### config.mk
export PLATFORM = sky130hd
export DESIGN_NAME = pwm_multi
export DESIGN_NICKNAME = d
export VERILOG_FILES = /design/src/rtl/pwm_multi.sv
export SDC_FILE = /design/constraint.sdc
export NUM_CORES = 1
export LEC_CHECK = 0
export CAP_MARGIN = 20
export CORE_MARGIN = 3
export CORE_UTILIZATION = 55
export CTS_CLUSTER_SIZE = 28
export DETAILED_ROUTE_END_ITERATION = 10
export PLACE_DENSITY_LB_ADDON = 0.05
export SLEW_MARGIN = 30
export SYNTH_ARGS = -nofsm -noshare
export SYNTH_HDL_FRONTEND = slang
export SYNTH_SLANG_ARGS = --single-unit
### constraint.sdc
create_clock -name clk -period 4.7 [get_ports clk]
set_input_delay 1.175 -clock clk [delete_from_list [all_inputs] [get_ports clk]]
set_output_delay 1.175 -clock clk [all_outputs]
set_load 0.03 [all_outputs]
### src/rtl/pwm_multi.sv
// Multi-channel PWM generator with one shared counter and shadowed duty codes.
// The counter runs edge-aligned (saw-tooth) or centre-aligned (triangle).
// Duty codes and the mode are sampled only at the period boundary, so a
// period never mixes old and new settings.
// CBITS must be at least DBITS+2.
//
// Ports:
//   clk, rst_n   clock and asynchronous active-low reset
//   en           counter/output enable; low forces idle and makes the shadows transparent
//   center       0 edge-aligned, 1 centre-aligned (sampled at period boundary)
//   duty         NCH duty codes, channel i at [i*DBITS +: DBITS]
//   pwm_out      per-channel PWM outputs (registered)
//   lb_pulse     reference pulse for duty code 0 (registered)
//   ub_pulse     reference pulse for duty code all-ones (registered)
//   period_tick  one-cycle strobe marking the start of a period (registered)
module pwm_multi #(
  parameter int unsigned CBITS = 11,
  parameter int unsigned DBITS = 4,
  parameter int unsigned NCH   = 4
) (
  input  logic                 clk,
  input  logic                 rst_n,
  input  logic                 en,
  input  logic                 center,
  input  logic [NCH*DBITS-1:0] duty,
  output logic [NCH-1:0]       pwm_out,
  output logic                 lb_pulse,
  output logic                 ub_pulse,
  output logic                 period_tick
);

  localparam int unsigned      SH      = CBITS - DBITS - 2;
  localparam logic [CBITS-1:0] CNT_MAX = {CBITS{1'b1}};
  localparam logic [CBITS-1:0] CNT_ONE = CBITS'(1);

  typedef enum logic {DIR_UP = 1'b0, DIR_DOWN = 1'b1} dir_e;

  // Threshold is {0, code, 1, zeros}: the trailing 1 keeps code 0 non-empty
  // and code all-ones short of full scale.
  function automatic logic [CBITS-1:0] thr_f(input logic [DBITS-1:0] d);
    return CBITS'({d, 1'b1}) << SH;
  endfunction

  localparam logic [CBITS-1:0] THR_LB = thr_f({DBITS{1'b0}});
  localparam logic [CBITS-1:0] THR_UB = thr_f({DBITS{1'b1}});

  logic [CBITS-1:0]     cnt_q, cnt_d;
  dir_e                 dir_q, dir_d;
  logic [NCH*DBITS-1:0] duty_sh_q, duty_sh_d;
  logic                 mode_sh_q, mode_sh_d;
  logic [NCH-1:0]       pwm_out_q, pwm_out_d;
  logic                 lb_pulse_q, lb_pulse_d;
  logic                 ub_pulse_q, ub_pulse_d;
  logic                 period_tick_q, period_tick_d;
  logic                 boundary_c;

  // State registers
  always_ff @(posedge clk or negedge rst_n) begin
    if (!rst_n) begin
      cnt_q         <= '0;
      dir_q         <= DIR_UP;
      duty_sh_q     <= '0;
      mode_sh_q     <= 1'b0;
      pwm_out_q     <= '0;
      lb_pulse_q    <= 1'b0;
      ub_pulse_q    <= 1'b0;
      period_tick_q <= 1'b0;
    end else begin
      cnt_q         <= cnt_d;
      dir_q         <= dir_d;
      duty_sh_q     <= duty_sh_d;
      mode_sh_q     <= mode_sh_d;
      pwm_out_q     <= pwm_out_d;
      lb_pulse_q    <= lb_pulse_d;
      ub_pulse_q    <= ub_pulse_d;
      period_tick_q <= period_tick_d;
    end
  end

  // Counter sequencing, shadow reload and compare outputs
  always_comb begin
    cnt_d         = cnt_q;
    dir_d         = dir_q;
    duty_sh_d     = duty_sh_q;
    mode_sh_d     = mode_sh_q;
    pwm_out_d     = '0;
    lb_pulse_d    = 1'b0;
    ub_pulse_d    = 1'b0;
    period_tick_d = 1'b0;

    // Next count is 0: end of saw-tooth, or bottom of the triangle's down slope
    boundary_c = mode_sh_q ? ((dir_q == DIR_DOWN) && (cnt_q == CNT_ONE))
                           : (cnt_q == CNT_MAX);

    if (!en) begin
      cnt_d     = '0;
      dir_d     = DIR_UP;
      duty_sh_d = duty;
      mode_sh_d = center;
    end else begin
      for (int i = 0; i < NCH; i++) begin
        pwm_out_d[i] = (cnt_q < thr_f(duty_sh_q[i*DBITS +: DBITS]));
      end
      lb_pulse_d = (cnt_q < THR_LB);
      ub_pulse_d = (cnt_q < THR_UB);

      if (boundary_c) begin
        cnt_d         = '0;
        dir_d         = DIR_UP;
        duty_sh_d     = duty;
        mode_sh_d     = center;
        period_tick_d = 1'b1;
      end else if (mode_sh_q && (dir_q == DIR_DOWN)) begin
        cnt_d = cnt_q - CNT_ONE;
      end else if (mode_sh_q && (cnt_q == CNT_MAX)) begin
        // Top of the triangle: turn around without repeating MAX
        cnt_d = CNT_MAX - CNT_ONE;
        dir_d = DIR_DOWN;
      end else begin
        cnt_d = cnt_q + CNT_ONE;
      end
    end
  end

  assign pwm_out     = pwm_out_q;
  assign lb_pulse    = lb_pulse_q;
  assign ub_pulse    = ub_pulse_q;
  assign period_tick = period_tick_q;

endmodule

[Word level (Yosys, flattened, before mapping)]
Cells that the tools add are included.
Word-level totals
  input port bits: 20
  bits in registers: 36
  word-level logic and storage cells: 43
  output and inout port bits: 7
Cells by class
  $add $sub $neg: 2
  magnitude comparators: 6
  muxes and demuxes: 18
  reduce and logical (&&, ||, !) cells: 4
  equal/unequal tests: 5
Operators by type and width (number)
  $lt 11x10->1: 4
  $mux 11: 4
  $mux 16: 2
  $add 11x1->11 const B: 1
  $eq 11x1->1 const B: 1
  $eq 11x11->1 const B: 1
  $lt 11x10->1 const B: 1
  $lt 11x6->1 const B: 1
  $mux 1: 11
  $sub 11x1->11 const B: 1
  $mux 4: 1
  $logic_and 1x1->1: 3
  $ne 3x1->1 const B: 1
  $ne 3x3->1 const B: 1
  $ne 2x1->1 const B: 1
  $reduce_and 2->1: 1

[Logic depth before layout (Yosys ltp)]
  word-level depth: 6
  gate-level depth with buffers: 8
  depth with buffers taken out: 6

[Worst setup path before layout]
No wires, ideal clock.
  path kind: register to register
  start point: register cnt_q[6]
  end point: register mode_sh_q
  library setup time: 0.125 ns
  arrival time: 1.982 ns
  required time: 4.575 ns
  stages on the path, launching flop included: 7
  clock period less this slack: 2.107 ns
  setup slack: 2.593 ns
  buffers on the path: 2
  cell sequence: dfrtp_1 -> buf_4 -> or4_4 -> o41ai_2 -> or2_1 -> buf_6 -> mux2_4
Between the ends
  cells in the longest elaborated chain, start to end: 4
  elaborated cells on any way between the ends: 5
  those cells by class: 3 x eq/ne; 1 x mux; 1 x reduce/logical
Ends and longest elaborated chain
  start: declaration: line 47  | logic [CBITS-1:0] cnt_q, cnt_d;
  start signal: assignment: line 69  | cnt_q <= cnt_d;
  $eq 11x1->1: line 92  | boundary_c = mode_sh_q ? ((dir_q == DIR_DOWN) && (cnt_q == CNT_ONE))
  $logic_and 1x1->1: line 92
  $mux 1 *: line 92
  $ne 2x1->1 (no line) *
  end signal: assignment: line 72  | mode_sh_q <= mode_sh_d;
  end: declaration: line 50  | logic mode_sh_q, mode_sh_d;
Every way passes the cells marked *; elsewhere a longest branch is shown, timed or not.
A chain may end at the register's enable or synchronous reset.

[Worst setup path after layout]
Same ends and word-level chain as after synthesis.

==> impl_metrics.json <==
{
  "first_pass_iters": 4,
  "multi_input_area_um2": 1110,
  "die-width_um": 69.1,
  "grt_max_degree": 37,
  "vdd_drop_max_uv": 162,
  "dp_slack_ns": 1.87,
  "numClockSinks": 36,
  "register_area_um2": 901,
  "gp_congestion": 0.887,
  "ios": 27,
  "portBuffers": 26,
  "powerDensity_nw_per_um2": 290,
  "cp_max_fo": 25,
  "diodes": 0,
  "synth_top_family_by_area": "compound AO/OA/AOI/OAI gates",
  "viasPerCell": 5.97,
  "yosys.area_share.adder_pct": 10.9,
  "dieArea_um2": 4770,
  "first_iter_violations": 83,
  "synth-compound-area-share_pct": 21.1,
  "synth_top_cell_by_area": "dfrtp_1",
  "max_clock_freq_mhz": 388,
  "synth-simple-area-share_pct": 12.0,
  "whs_path_depth": 2,
  "cp.required_ns": 4.88,
  "clock_latency_ns": 0.29,
  "cts_tree": "yes",
  "grt_remaining_overflow": 0,
  "total_power_mw": 0.741,
  "synth_area_per_cell_um2": 10.1,
  "cts_hold_buf": 0,
  "num_vias": 1714,
  "syn-num-nets": 255,
  "cp-end-kind": "flip-flop",
  "tightestPinTransition_ns": 0.758,
  "routed_wl_um": 4690,
  "yosys_warnings": 0,
  "coreArea_um2": 3740,
  "rr_worst_depth": 4,
  "ys_async_sr_fraction_pct": 100,
  "report.final.setup_viol": 0,
  "wl_per_cell_um": 16.4,
  "synth_flop_cell": "dfrtp_1",
  "slew_headroom_pct": 48.8,
  "ys_seq_area_share_pct": 41.2,
  "critical_path_arrival_ns": 2.76,
  "drive_above_1_share_pct": 10.5,
  "ant_nets": 0,
  "rsz0062_at_grt": "false",
  "antenna_found_initial": 0,
  "postCtsSetupRepairBufs": 0,
  "ctsHtreeMaxLevel": 2,
  "crit_type": "flip-flop to flip-flop",
  "grt_pass1_wl_um": 8360,
  "syn_inst": 216,
  "rows": 22,
  "grt_pass1_vias": 1760,
  "dp_hpwl_um": 3290,
  "ctsRootBufferMaster": "clkbuf_8",
  "drc": 0,
  "cts_resized": 0,
  "fin_skew_ns": 0.00667,
  "initial_core_util_pct": 58.4,
  "synth_most_common_cell": "dfrtp_1",
  "outcome": "finished, final reports clean",
  "syn_to_final_growth_pct": 16.6,
  "ys_types": 42,
  "finalHoldViolCount": 0,
  "ys_seq_elements": 36,
  "nets": 277,
  "worst_slack_ns": 2.12,
  "fin_setup_tns_ns": 0,
  "p_leak_nw": 1.25,
  "maxCapViolCount": 0,
  "dieHeight_um": 69.1,
  "track_usage_pct": 21.2,
  "synth_top_area_share_pct": 41.2,
  "slew_viol_final": 0,
  "synth_edf_count": 0,
  "cts.path.max_buffers": 2,
  "startpoint_type": "flip-flop",
  "ys_top_cells_by_area": "dfrtp_1 41%, ha_1 11%, a21o_1 4.1%",
  "hold_class": "flip-flop to flip-flop",
  "synthMuxAreaShare_pct": 1.66,
  "fin_crit_sh_pct": 54.9,
  "synth_xor_area_share_pct": 5.21,
  "nFillCells": 294,
  "period_minus_slack_ns": 2.58,
  "netlist_area_um2": 2190,
  "yosys-top-cells-count": "36 x dfrtp_1, 19 x ha_1, 19 x inv_1",
  "clk_pin_slew_ns": 0.07,
  "cts_made_buffers": 5
}
[logic make-up (layout without fill, tap and decap cells)]
| logic type | Yosys count | in the layout |
|---|---|---|
| AND/OR/NAND/NOR | 45 | 45 |
| multiplexers | 3 | 3 |
| buffers and inverters | 33 | 56 |
| adder cells (fa/ha/maj) | 19 | 19 |
| XOR/XNOR | 13 | 13 |
| flip-flops | 36 | 36 |
| AO/OA/AOI/OAI | 67 | 67 |
[critical path, stage by stage, from the launching register on]
cell     delay [ns]
dfrtp_1        0.57
or4_4          0.61
o41ai_2        0.37
or2_2          0.57
mux2_4         0.35
[worst paths after layout]
| path | slack, ns | start | endpoint |
|---|---|---|---|
| worst max-delay path | 2.12 | cnt_q[6] | mode_sh_q |
| worst min-delay path | 0.53 | duty_sh_q[2] | duty_sh_q[2] |
| worst max register to register | 2.12 | cnt_q[6] | mode_sh_q |
| worst min register to register | 0.53 | duty_sh_q[2] | duty_sh_q[2] |
| max in group asynchronous | 3.08 | rst_n | cnt_q[0] |
| min in group asynchronous | 1.29 | rst_n | duty_sh_q[4] |
[power by group]
part           switching (mW)  internal, mW  total (mW)
sequential             0.0106         0.327       0.338
clock                   0.113         0.187       0.300
combinational          0.0550        0.0480       0.103
total                   0.179         0.562       0.741
[flip-flops by register name (all words and copies together) (netlist names)]
name	cells
lb_pulse	1
dir_q	1
pwm_out	4
ub_pulse	1
period_tick	1
duty_sh_q	16
cnt_q	11
mode_sh_q	1
[layer usage]
metal  track usage, %  vias up  routed length, µm  part of all wire [%]
met5                0        -                  0                     0
li1                 -      826                  -                     -
met3             4.52        3                250                   5.3
met1             27.5      833               2070                    44
met2             36.0       52               2340                    50
met4             5.42        0                 35                  0.75
[cells in the final DEF (no fill, tap or decap), drive strengths merged]
master and n:
nand3 4, buf 3, ha 19, nor4 5, a41oi 1, a31oi 3
and2 2, o41ai 1, nor2 8, a211oi 6, and4 3, nor3 3
dfrtp 36, a311oi 1, a221oi 6, nand3b 1, mux2 2, or4 1
and3 2, nand2 6, or4b 1, xor2 8, inv 19, a21oi 1
bufinv 1, xnor2 5, clkdlybuf4s50 26, o31ai 1, o21ai 34, or3 1
mux2i 1, clkbuf 7, or2 1, o21a 1, a21o 12, nand2b 3
nand4 4
[cell type report]
type	count	area share [%]
Clock buffer	7	3.78
Sequential cell	36	35.3
Multi-Input combinational cell	147	43.5
Clock inverter	1	1.18
Timing Repair Buffer	29	11.1
Inverter	19	2.80
Tap cell	48	2.35
[stage by stage]
step,instance area (µm²),instances,util (%),hold WS [ns]
after floorplan,2190,216,-,0.487
after global placement,2420,279,64.8,0.506
after detailed placement,2420,279,64.8,0.515
after CTS,2550,287,68.1,0.532
after global routing,2550,287,68.1,0.568
final,2550,287,68.1,0.527
Power figures use the tool's default switching activity.
